==> src/rtl/fwd_hazard_unit_p_if.sv <==
// fwd_hazard_unit_p_if: OF-side request and hazard/forwarding response bundle
interface fwd_hazard_unit_p_if #(
  parameter int SEL_W = 2,
  parameter int CNT_W = 16
);
  logic [31:0]      of_ir;
  logic             of_valid;
  logic             advance;
  logic             flush;
  logic             stall;
  logic             of_bypass_src1;
  logic             of_bypass_src2;
  logic [SEL_W-1:0] ex_fwd_sel_src1;
  logic [SEL_W-1:0] ex_fwd_sel_src2;
  logic             ex_valid;
  logic [CNT_W-1:0] stall_count;
  modport master (
    output of_ir, of_valid, advance, flush,
    input  stall, of_bypass_src1, of_bypass_src2, ex_fwd_sel_src1, ex_fwd_sel_src2, ex_valid, stall_count
  );
  modport slave (
    input  of_ir, of_valid, advance, flush,
    output stall, of_bypass_src1, of_bypass_src2, ex_fwd_sel_src1, ex_fwd_sel_src2, ex_valid, stall_count
  );
endinterface

==> src/rtl/fwd_hazard_unit_p.sv <==
// fwd_hazard_unit_p: shadow-pipeline operand forwarding and load-use interlock beside OF
module fwd_hazard_unit_p #(
  parameter int DEPTH        = 3,
  parameter int SEL_W        = 2,
  parameter int RA_REG       = 15,
  parameter int HAS_ZERO_REG = 0,
  parameter int CNT_W        = 16
) (
  input logic               clk,
  input logic               reset,
  fwd_hazard_unit_p_if.slave bus
);
  localparam logic [4:0] OP_CMP  = 5'b00101;
  localparam logic [4:0] OP_NOT  = 5'b01000;
  localparam logic [4:0] OP_MOV  = 5'b01001;
  localparam logic [4:0] OP_ASR  = 5'b01100;
  localparam logic [4:0] OP_NOP  = 5'b01101;
  localparam logic [4:0] OP_LD   = 5'b01110;
  localparam logic [4:0] OP_ST   = 5'b01111;
  localparam logic [4:0] OP_BEQ  = 5'b10000;
  localparam logic [4:0] OP_BGT  = 5'b10001;
  localparam logic [4:0] OP_B    = 5'b10010;
  localparam logic [4:0] OP_CALL = 5'b10011;
  localparam logic [4:0] OP_RET  = 5'b10100;
  localparam logic [3:0] RA      = 4'(RA_REG);

  typedef struct packed {
    logic       v;
    logic       wr;
    logic [3:0] dest;
    logic       ld;
  } ent_t;

  ent_t             sh_q [DEPTH];
  ent_t             sh_d [DEPTH];
  ent_t             dec_e;
  logic [SEL_W-1:0] sel1_q, sel1_d, sel2_q, sel2_d;
  logic [CNT_W-1:0] cnt_q, cnt_d;
  logic [4:0]       op;
  logic             use1, use2, stall, enter, unused_bits;
  logic [3:0]       src1, src2;

  function automatic logic hit(input ent_t e, input logic u, input logic [3:0] s);
    return u & e.v & e.wr & (e.dest == s) & ~((HAS_ZERO_REG != 0) & (e.dest == 4'd0));
  endfunction

  assign op          = bus.of_ir[31:27];
  assign unused_bits = ^bus.of_ir[13:0];

  always_comb begin
    dec_e.v    = 1'b1;
    dec_e.wr   = !(op inside {OP_CMP, OP_NOP, OP_ST, OP_BEQ, OP_BGT, OP_B, OP_RET});
    dec_e.dest = (op == OP_CALL) ? RA : bus.of_ir[25:22];
    dec_e.ld   = (op == OP_LD);
    use1       = (op <= OP_ASR && op != OP_NOT && op != OP_MOV) || op == OP_LD || op == OP_ST || op == OP_RET;
    src1       = (op == OP_RET) ? RA : bus.of_ir[21:18];
    use2       = (op <= OP_ASR && !bus.of_ir[26]) || op == OP_ST;
    src2       = (op == OP_ST) ? bus.of_ir[25:22] : bus.of_ir[17:14];
  end

  // Only a load sitting in EX can be too late to forward into the consumer's EX.
  assign stall = bus.of_valid & ~bus.flush & sh_q[0].ld & (hit(sh_q[0], use1, src1) | hit(sh_q[0], use2, src2));
  assign enter = bus.of_valid & ~stall & ~bus.flush;

  always_comb begin
    sel1_d = '0;
    sel2_d = '0;
    // Scan oldest to youngest so the youngest producer overwrites and wins.
    for (int j = DEPTH - 2; j >= 0; j--) begin
      if (hit(sh_q[j], use1, src1)) sel1_d = SEL_W'(j + 1);
      if (hit(sh_q[j], use2, src2)) sel2_d = SEL_W'(j + 1);
    end
    if (!enter) begin
      sel1_d = '0;
      sel2_d = '0;
    end
    sh_d[0] = enter ? dec_e : '0;
    for (int j = 1; j < DEPTH; j++) sh_d[j] = sh_q[j-1];
    cnt_d = (stall && cnt_q != '1) ? cnt_q + CNT_W'(1) : cnt_q;
  end

  always_ff @(posedge clk) begin
    if (reset) begin
      for (int j = 0; j < DEPTH; j++) sh_q[j] <= '0;
      sel1_q <= '0;
      sel2_q <= '0;
      cnt_q  <= '0;
    end else if (bus.advance) begin
      sh_q   <= sh_d;
      sel1_q <= sel1_d;
      sel2_q <= sel2_d;
      cnt_q  <= cnt_d;
    end
  end

  assign bus.stall           = stall;
  assign bus.of_bypass_src1  = bus.of_valid & hit(sh_q[DEPTH-1], use1, src1);
  assign bus.of_bypass_src2  = bus.of_valid & hit(sh_q[DEPTH-1], use2, src2);
  assign bus.ex_fwd_sel_src1 = sel1_q;
  assign bus.ex_fwd_sel_src2 = sel2_q;
  assign bus.ex_valid        = sh_q[0].v;
  assign bus.stall_count     = cnt_q;
endmodule

==> src/flat_wrapper.sv <==
// flat-port wrapper written by rule: the top's interface ports become plain ports
module fwd_hazard_unit_p_flat 
#(
  parameter int DEPTH        = 3,
  parameter int SEL_W        = 2,
  parameter int RA_REG       = 15,
  parameter int HAS_ZERO_REG = 0,
  parameter int CNT_W        = 16
)
  (clk, reset, bus_of_ir, bus_of_valid, bus_advance, bus_flush, bus_stall, bus_of_bypass_src1, bus_of_bypass_src2, bus_ex_fwd_sel_src1, bus_ex_fwd_sel_src2, bus_ex_valid, bus_stall_count);
  fwd_hazard_unit_p_if #(.SEL_W(SEL_W), .CNT_W(CNT_W)) bus_i ();
  input logic clk;
  input logic reset;
  input wire logic [$bits(bus_i.of_ir)-1:0] bus_of_ir;
  input wire logic [$bits(bus_i.of_valid)-1:0] bus_of_valid;
  input wire logic [$bits(bus_i.advance)-1:0] bus_advance;
  input wire logic [$bits(bus_i.flush)-1:0] bus_flush;
  output wire logic [$bits(bus_i.stall)-1:0] bus_stall;
  output wire logic [$bits(bus_i.of_bypass_src1)-1:0] bus_of_bypass_src1;
  output wire logic [$bits(bus_i.of_bypass_src2)-1:0] bus_of_bypass_src2;
  output wire logic [$bits(bus_i.ex_fwd_sel_src1)-1:0] bus_ex_fwd_sel_src1;
  output wire logic [$bits(bus_i.ex_fwd_sel_src2)-1:0] bus_ex_fwd_sel_src2;
  output wire logic [$bits(bus_i.ex_valid)-1:0] bus_ex_valid;
  output wire logic [$bits(bus_i.stall_count)-1:0] bus_stall_count;
  assign bus_i.of_ir = bus_of_ir;
  assign bus_i.of_valid = bus_of_valid;
  assign bus_i.advance = bus_advance;
  assign bus_i.flush = bus_flush;
  assign bus_stall = bus_i.stall;
  assign bus_of_bypass_src1 = bus_i.of_bypass_src1;
  assign bus_of_bypass_src2 = bus_i.of_bypass_src2;
  assign bus_ex_fwd_sel_src1 = bus_i.ex_fwd_sel_src1;
  assign bus_ex_fwd_sel_src2 = bus_i.ex_fwd_sel_src2;
  assign bus_ex_valid = bus_i.ex_valid;
  assign bus_stall_count = bus_i.stall_count;
  fwd_hazard_unit_p #(.DEPTH(DEPTH), .SEL_W(SEL_W), .RA_REG(RA_REG), .HAS_ZERO_REG(HAS_ZERO_REG), .CNT_W(CNT_W)) u_core (.clk(clk), .reset(reset), .bus(bus_i));
endmodule
==> config.mk <==
export PLATFORM = sky130hd
export DESIGN_NAME = fwd_hazard_unit_p_flat
export DESIGN_NICKNAME = d
export VERILOG_FILES = /design/src/rtl/fwd_hazard_unit_p_if.sv /design/src/rtl/fwd_hazard_unit_p.sv /design/src/flat_wrapper.sv
export SDC_FILE = /design/constraint.sdc
export NUM_CORES = 1
export LEC_CHECK = 0
export CORE_MARGIN = 5
export CORE_UTILIZATION = 51
export CTS_BUF_LIST = sky130_fd_sc_hd__clkbuf_4 sky130_fd_sc_hd__clkbuf_8
export DETAILED_ROUTE_END_ITERATION = 8
export GPL_TIMING_DRIVEN = 0
export PLACE_DENSITY = 0.84
export SYNTH_ARGS = -nofsm -noshare
export SYNTH_HDL_FRONTEND = slang
export SYNTH_SLANG_ARGS = --single-unit
==> constraint.sdc <==
create_clock -name clk -period 6.1 [get_ports clk]
set_input_delay 1.83 -clock clk [delete_from_list [all_inputs] [get_ports clk]]
set_output_delay 1.83 -clock clk [all_outputs]
set_load 0.1 [all_outputs]
**Yosys cells after proc, flatten, opt, wreduce, memory -nomap -nowiden**

Cells that the tools add are included.

- Register bits after elaboration: 39
- Latch bits: 0
- RAM bits: 0
- ROM bits: 0
- Bits of input ports: 37
- Output and inout port bits: 24
- Word-level logic and storage cells: 83
- Memories: 0

- $add $sub $neg: 1
- Multipliers: 0
- Divide/modulo/power cells: 0
- Magnitude comparators: 1
- Eq/ne operators: 18
- Shifts and indexed selects: 0
- Muxes and demuxes: 10
- Bitwise operators: 28
- Reductions and logical operators: 12

Operator list:

| cell | number |
|---|---|
| bitwise AND 1 bit | 25 |
| == test 5 bit (second input constant) | 5 |
| == test 4 bit | 6 |
| adder 16 x 1 -> 16 bit (second input constant) | 1 |
| inequality test 16 bit (second input constant) | 1 |
| == test 5 x 4 -> 1 bit (second input constant) | 3 |
| 2-to-1 mux 2 bit | 6 |
| 2-to-1 mux 4 bit | 3 |
| inequality test 5 x 4 -> 1 bit (second input constant) | 2 |
| 2-to-1 mux 7 bit | 1 |
| nonzero test 7 bit | 1 |
| == test 5 x 3 -> 1 bit (second input constant) | 1 |
| <= comparator 5 x 4 -> 1 bit (second input constant) | 1 |
| logical AND 1 bit | 4 |
| logical OR 1 bit | 4 |
| logical NOT 1 bit | 2 |
| inverter 1 bit | 2 |
| AND reduction 2 bit | 1 |
| bitwise OR 1 bit | 1 |

**Longest topological paths before layout**

Gate-level depths: netlist of the first run.

- Depth in word-level cells: 15
- Mapped depth: 10
- Gate-level depth less buffers: 8

**Least setup slack after synthesis of the first run**

OpenSTA, ideal clock, no wires.

- Kind: input-to-output
- From: input port bus_of_ir[29]
- To: output port bus_stall
- Data arrival time: 6.684 ns
- Required time: 4.270 ns
- Path slack: -2.414 ns
- Cell stages on the path: 9
- Path buffers: 3
- Path through: buf_2 nand3b_1 nor2_2 mux2i_1 xnor2_1 o31a_1 buf_6 clkbuf_1 nor4b_1

- Word-level cells in the longest chain between the ends: 11
- Elaborated cells between the ends (all ways): 25
- Those cells by class: order compare: 1; eq/ne: 7; mux: 2; bitwise: 8; reduce/logical: 7

Ends and longest elaborated chain:

| what | RTL line | RTL |
|---|---|---|
| from (decl) | flat_wrapper.sv:14 | `input wire logic [$bits(bus_i.of_ir)-1:0] bus_of_ir;` |
| <= comparator 5 x 4 -> 1 bit / inequality test 5 x 4 -> 1 bit (equally long branches) | fwd_hazard_unit_p.sv:55, fwd_hazard_unit_p.sv:57 |  |
| logical AND 1 bit (2 in series) | fwd_hazard_unit_p.sv:55 | `use1 = (op <= OP_ASR && op != OP_NOT && op != OP_MOV) \|\| op == OP_LD \|\| op == OP_ST \|\| op == OP_RET;` |
| logical OR 1 bit (3 in series) | fwd_hazard_unit_p.sv:55 |  |
| bitwise AND 1 bit (3 in series) | fwd_hazard_unit_p.sv:44 | `return u & e.v & e.wr & (e.dest == s) & ~((HAS_ZERO_REG != 0) & (e.dest == 4'd0));` |
| bitwise OR 1 bit * | fwd_hazard_unit_p.sv:62 | `assign stall = bus.of_valid & ~bus.flush & sh_q[0].ld & (hit(sh_q[0], use1, src1) \| hit(sh_q[0], use2, src2));` |
| bitwise AND 1 bit * | fwd_hazard_unit_p.sv:62 |  |
| to (decl) | flat_wrapper.sv:18 | `output wire logic [$bits(bus_i.stall)-1:0] bus_stall;` |

Mark *: on every way between the ends. The rest lies on a longest branch, timed or not.

**Final worst setup path of the first run**

- From: input port bus_of_ir[31]
- To: output port bus_stall

The elaborated chain is that of the path after synthesis.

==> summary.txt, run 1 <==
Setup path
  – Crit path cell chain: clkbuf_2 -> nand3b_1 -> nor2_4 -> mux2i_4 -> xnor2_2 -> o31a_1 -> buf_6 -> clkbuf_8 -> nor4b_4 -> buf_6
  – CP arrival: 4130 ps
  – CP most frequent cell: buf_6
  – Crit start category: primary input
  – Worst path slowest cell: o31a_1
  – Crit end category: primary output
  – WP data required: 4270 ps
  – Crit-path max FO: 10
  – Critical path class: primary input to primary output
  – Crit-path max cell delay: 360 ps

Finish
  – # diodes: 0
  – Final #Nets: 393
  – P&R area growth vs syn: 29.2%
  – Cell area after layout: 3130 sq um
  – Fill count: 397
  – Layout cells sized above 1: 11.0%
  – Post-Layout Cell Count: 410

Yosys
  – Largest family of logic cells by synthesized area: simple AND/OR/NAND/NOR gates
  – Seq/Total Area, Yosys: 32.3%
  – Async S/R FF share, synth: 0%
  – Post-synthesis compound-gate area fraction: 20.1%
  – Mapped Area: 2420 sq um
  – Area leader, netlist: dfxtp_1
  – Mux contribution to synthesized area: 8.43%
  – Adder-cell share of the synthesized area: 0.931%
  – Synth top area share: 32.3%
  – Main synth FF type: dfxtp_1
  – Post-synth EDFFs: 0
  – Warnings, synthesis: 0
  – Commonest cells in the netlist: dfxtp_1 (39), nor2_1 (34), a21oi_1 (26), nand2_1 (19), mux2i_1 (17)
  – Post-synthesis average cell area: 8.01 sq um
  – Synth unique cells: 56
  – Simple-gate share of the synthesized area: 28.2%
  – Area contributors post-synth: dfxtp_1 (32%), mux2i_1 (7.0%), a21oi_1 (5.4%)
  – Post-Synth XOR/XNOR Area: 5.43%
  – Post-Syn Instances: 302
  – Count leader, synth: dfxtp_1
  – Register bit total from synthesis: 39
  – Syn_nets: 340

STA
  – Tightest Pin Transition: 973 ps
  – Slew margin rel.: 34.9%
  – Tmin final: 5960 ps
  – Worst hold slack: 493 ps
  – Final Cycle Share: 97.8%
  – RSZ-0062 raised after global routing: false
  – FMAX: 0.168 GHz
  – Final hold vios: 0
  – Final worst setup slack: 136 ps
  – Setup-failing EPs final: 0
  – Final Skew: 6.92 ps
  – Pins Over Slew Limit: 0

Status
  – Status: completed

Floorplan
  – Full die area: 6220 sq um
  – Ports: 61
  – Starting density of the core: 51.9%
  – Std-Cell Rows: 25
  – Core footprint: 4660 sq um
  – Die height: 78.9 microns
  – Die width: 78.9 microns

Clocking
  – CTS Buf Count: 5
  – TritonCTS clock tree: done
  – Clock-pin slew on the worst setup and hold paths: 80 ps
  – Worst-Skew Late Latency: 300 ps
  – Post-CTS Hold Fix Bufs: 0
  – CTS HTree Levels: 2
  – Max Root-Sink Buffers: 2
  – Clock Tree Root: clkbuf_8
  – Clock Sinks: 39

Placement
  – Port-buffer cells: 39
  – Final HPWL DP: 4910 microns
  – Placed instance area: 2970 sq um
  – DP Worst Slack: -1300 ps
  – Routability cong.: 0.942
  – DP Cell Count: 395

Hold path
  – HP Class: register to register

Route
  – First-pass DRT Iterations: 5
  – Starting DRC count in detailed routing: 107
  – Final ANT Viol Nets: 0
  – Final WL: 6670 microns
  – DR vias: 2433
  – DRC: 0
  – Vias/cell: 5.93
  – WL/cell: 16.3 microns

Power
  – Peak supply drop: 0.159 mV
  – Power Dens Cells: 175 nW/um^2
  – P_leak: 1.10 nW

Run
  – Max Cap Viol: 0

GRT
  – Global-route wire length before repair: 11100 microns
  – Initial antenna violation count: 0
  – Largest net degree at the start of global routing: 14
  – GRT overflow: 0
  – Vias in the first global route: 2375
  – Overall routing resource usage: 22.2%
-- area by class of cell --
class	instances	area [sq um]	share of cell area, %
repair buffers	46	438	14.0
flip-flops and latches	39	781	25.0
multi-input cells	236	1590	50.8
clock inverters	3	43.8	1.40
clock buffers	5	68.8	2.20
plain buffers	21	115	3.68
well taps	54	67.6	2.16
inverters	6	22.5	0.721
-- power breakdown --
part	leakage (nW)	internal [mW]	total [mW]	switching, mW
registers	0.315	0.256	0.259	0.00220
clock network	0.0581	0.122	0.217	0.0950
logic	0.727	0.0321	0.0718	0.0397
total	1.10	0.410	0.547	0.137
-- cell usage in the layout (no fill, tap or decap), types with 3 or more instances in the layout --
cell and instances:
clkbuf_8 6, nor2b_1 8, xnor2_1 5, nor2_1 34, o31ai_1 13, o21ai_0 7
o211ai_1 4, nor3b_1 7, nand2b_1 4, nand2_1 19, mux2_2 3, or4_1 9
xor2_1 9, clkbuf_1 13, nor4_1 3, buf_1 3, a21oi_1 25, a22o_1 4
mux2i_1 15, nor3_1 11, dfxtp_1 39, nand3_1 6, buf_6 4, and3_1 3
clkdlybuf4s50_1 34, o22ai_1 3, nand4_1 6, inv_1 6, buf_4 8
-- path summary, 6_finish.rpt --
path / depth (start not counted) / endpoint / start / slack, ps
max: 10 / bus_stall / bus_of_ir[31] / 140
min: 1 / u_core.bus.ex_fwd_sel_src2[1] / u_core.bus.ex_fwd_sel_src2[1] / 490
max reg2reg: 9 / u_core.bus.stall_count[11] / u_core.bus.stall_count[0] / 3360
min reg2reg: 1 / u_core.bus.ex_fwd_sel_src2[1] / u_core.bus.ex_fwd_sel_src2[1] / 490
-- sequential cells by signal, indices dropped and copies added (netlist names) --
register,count
u_core.bus.stall_count,16
u_core.sh_d,12
u_core.sh_q,6
u_core.bus.ex_fwd_sel_src1,2
u_core.bus.ex_fwd_sel_src2,2
u_core.bus.ex_valid,1
-- logic make-up after synthesis --
group / after synthesis
buf+inv: 27
fa+ha+maj: 2
mux: 20
simple gates: 126
compound gates: 73
xor+xnor: 15
flops: 39
-- metrics by stage --
stage,setup TNS [ps],util [%],power (mW)
5_1_grt,0,67.1,0.570
2_1_floorplan,-233,-,0.309
3_5_place_dp,-2150,63.6,0.333
4_1_cts,0,67.0,0.550
3_3_place_gp,-2100,63.6,0.331
6_report,0,67.1,0.547
-- timing repair --
item	CTS	global route
resized for setup	13	4
pin swaps	2	2
setup endpoints to repair	3	2
setup buffers	6	1
-- per-layer routing --
metal	part of all wire, %	up-vias	global-route usage [%]
li1	-	1214	-
met1	45	1124	27.3
met2	47	83	37.9
met3	5.7	12	4.65
met4	2.5	0	8.59
met5	0	-	0
-- worst max-delay path, delay by kind of cell --
| family | cells | cell delay [ps] |
|---|---|---|
| AO/OA/AOI/OAI | 1 | 360 |
| XOR/XNOR | 1 | 140 |
| multiplexers | 1 | 350 |
| AND/OR/NAND/NOR | 3 | 730 |
| buffers and inverters | 4 | 720 |
No activity file was read; power rests on OpenSTA's default activity.
==> run 2, diff against run 1 <==
- CORE_ASPECT_RATIO: unset -> 2
==> summary.txt, run 2 (same netlist as run 1, synthesis figures left out) <==
Status
  – Status: completed

Hold path
  – HP Class: register to register

STA
  – Final Skew: 5.79 ps
  – Slew margin rel.: 34.4%
  – Final worst setup slack: 90.9 ps
  – Setup-failing EPs final: 0
  – Tightest Pin Transition: 981 ps
  – Final hold vios: 0
  – Tmin final: 6010 ps
  – RSZ-0062 raised after global routing: false
  – Final Cycle Share: 98.5%
  – Pins Over Slew Limit: 0
  – FMAX: 0.166 GHz

Power
  – Power Dens Cells: 163 nW/um^2
  – Peak supply drop: 0.153 mV
  – P_leak: 1.09 nW
  – Power, Total: 510 uW

Route
  – WL/cell: 16.6 microns
  – Vias/cell: 6.07
  – Final WL: 6840 microns
  – First-pass DRT Iterations: 4
  – DRC: 0
  – Final ANT Viol Nets: 0
  – DR vias: 2494
  – Starting DRC count in detailed routing: 93

Clocking
  – CTS Buf Count: 5
  – Post-CTS Hold Fix Bufs: 0
  – Clock Sinks: 39
  – Clock Tree Root: clkbuf_8
  – Worst-Skew Late Latency: 290 ps
  – CTS HTree Levels: 2
  – TritonCTS clock tree: done
  – Clock-pin slew on the worst setup and hold paths: 80 ps
  – Max Root-Sink Buffers: 2

Placement
  – Port-buffer cells: 39
  – DP Worst Slack: -1380 ps
  – Final HPWL DP: 5280 microns
  – DP Cell Count: 396
  – Routability cong.: 0.873

GRT
  – Initial antenna violation count: 0
  – GRT overflow: 0
  – Global-route wire length before repair: 11600 microns
  – Largest net degree at the start of global routing: 12
  – Overall routing resource usage: 23.3%
  – Vias in the first global route: 2586

Finish
  – Register area: 781 sq um
  – Layout cells sized above 1: 11.5%
  – P&R area growth vs syn: 29.5%
  – Final #Nets: 394
  – Multi-input logic area: 1590 sq um
  – Most common library cell in the layout ignoring fill and taps: dfxtp_1
  – Fill count: 400
  – Post-Layout Cell Count: 411
  – Most frequent cells in the layout: dfxtp_1 (39), nor2_1 (34), clkdlybuf4s50_1 (34), a21oi_1 (25), nand2_1 (19)
  – # diodes: 0
  – Final Util: 68.1%
  – Largest register FFs: 16

Floorplan
  – Die width: 58.7 microns
  – Std-Cell Rows: 35
  – Die height: 107 microns
  – Ports: 61
  – Full die area: 6310 sq um
  – Core footprint: 4600 sq um
  – Starting density of the core: 52.6%

Setup path
  – Critical path class: primary input to primary output
  – WP data required: 4270 ps
  – Crit-path max cell delay: 340 ps
  – Crit start category: primary input
  – Crit end category: primary output
  – CP arrival: 4180 ps
  – Worst path slowest cell: or3_1
  – Crit-path max FO: 10
  – Worst R2R Setup Slack: 3300 ps
  – CP most frequent cell: buf_6
  – Crit path cell chain: clkdlybuf4s15_2 -> and3b_2 -> and3_4 -> or3_1 -> a32o_2 -> o31a_1 -> buf_6 -> clkbuf_8 -> nor4b_4 -> buf_6

Run
  – Max Cap Viol: 0
[run 2: through the flow]
stage | hold WS (ps) | TNS [ps] | cell area [sq um]
after CTS | 491 | 0 | 3140
after global routing | 517 | 0 | 3130
after floorplan | 452 | -233 | 2510
after detailed placement | 473 | -2300 | 2970
after global placement | 466 | -2220 | 2970
final | 490 | 0 | 3130
[run 2: final timing paths]
kind / start / end / cells past startpoint
setup / recovery: bus_of_ir[30] / bus_stall / 10
hold reg to reg: u_core.bus.ex_fwd_sel_src1[1] / u_core.bus.ex_fwd_sel_src1[1] / 1
hold / removal: u_core.bus.ex_fwd_sel_src1[1] / u_core.bus.ex_fwd_sel_src1[1] / 1
setup reg to reg: u_core.bus.stall_count[3] / u_core.bus.stall_count[1] / 8
[run 2: critical path, delay by kind of cell]
kind / cells / cell delay, ps
compound gates: 2 / 520
buf+inv: 4 / 810
simple gates: 4 / 1000
[run 2: repair_timing]
item / in CTS / in global routing
resized for setup: 17 / 3
buffers inserted: 8 / 0
endpoints found under the setup margin: 3 / 2
pin swaps: 4 / 2
hold endpoints to repair: 0 / 0
[run 2: metal layers]
metal / GRT usage (%) / share of wire, %
met5: 0 / 0
met4: 13.1 / 4.5
met3: 3.84 / 4.1
met2: 43.5 / 55
met1: 23.1 / 36
[run 2: area by class of cell]
| cell class | instances | share of cell area [%] |
|---|---|---|
| Timing Repair Buffer | 47 | 14.8 |
| Sequential cell | 39 | 24.9 |
| Multi-Input combinational cell | 236 | 50.9 |
| Buffer | 21 | 3.67 |
| Clock buffer | 6 | 2.64 |
| Clock inverter | 1 | 0.160 |
| Inverter | 6 | 0.719 |
| Tap cell | 55 | 2.20 |
[run 2: where the power goes]
part | internal (mW) | leakage, nW | switching (mW)
logic | 0.0329 | 0.732 | 0.0397
clock network | 0.0888 | 0.0470 | 0.0901
registers | 0.256 | 0.315 | 0.00237
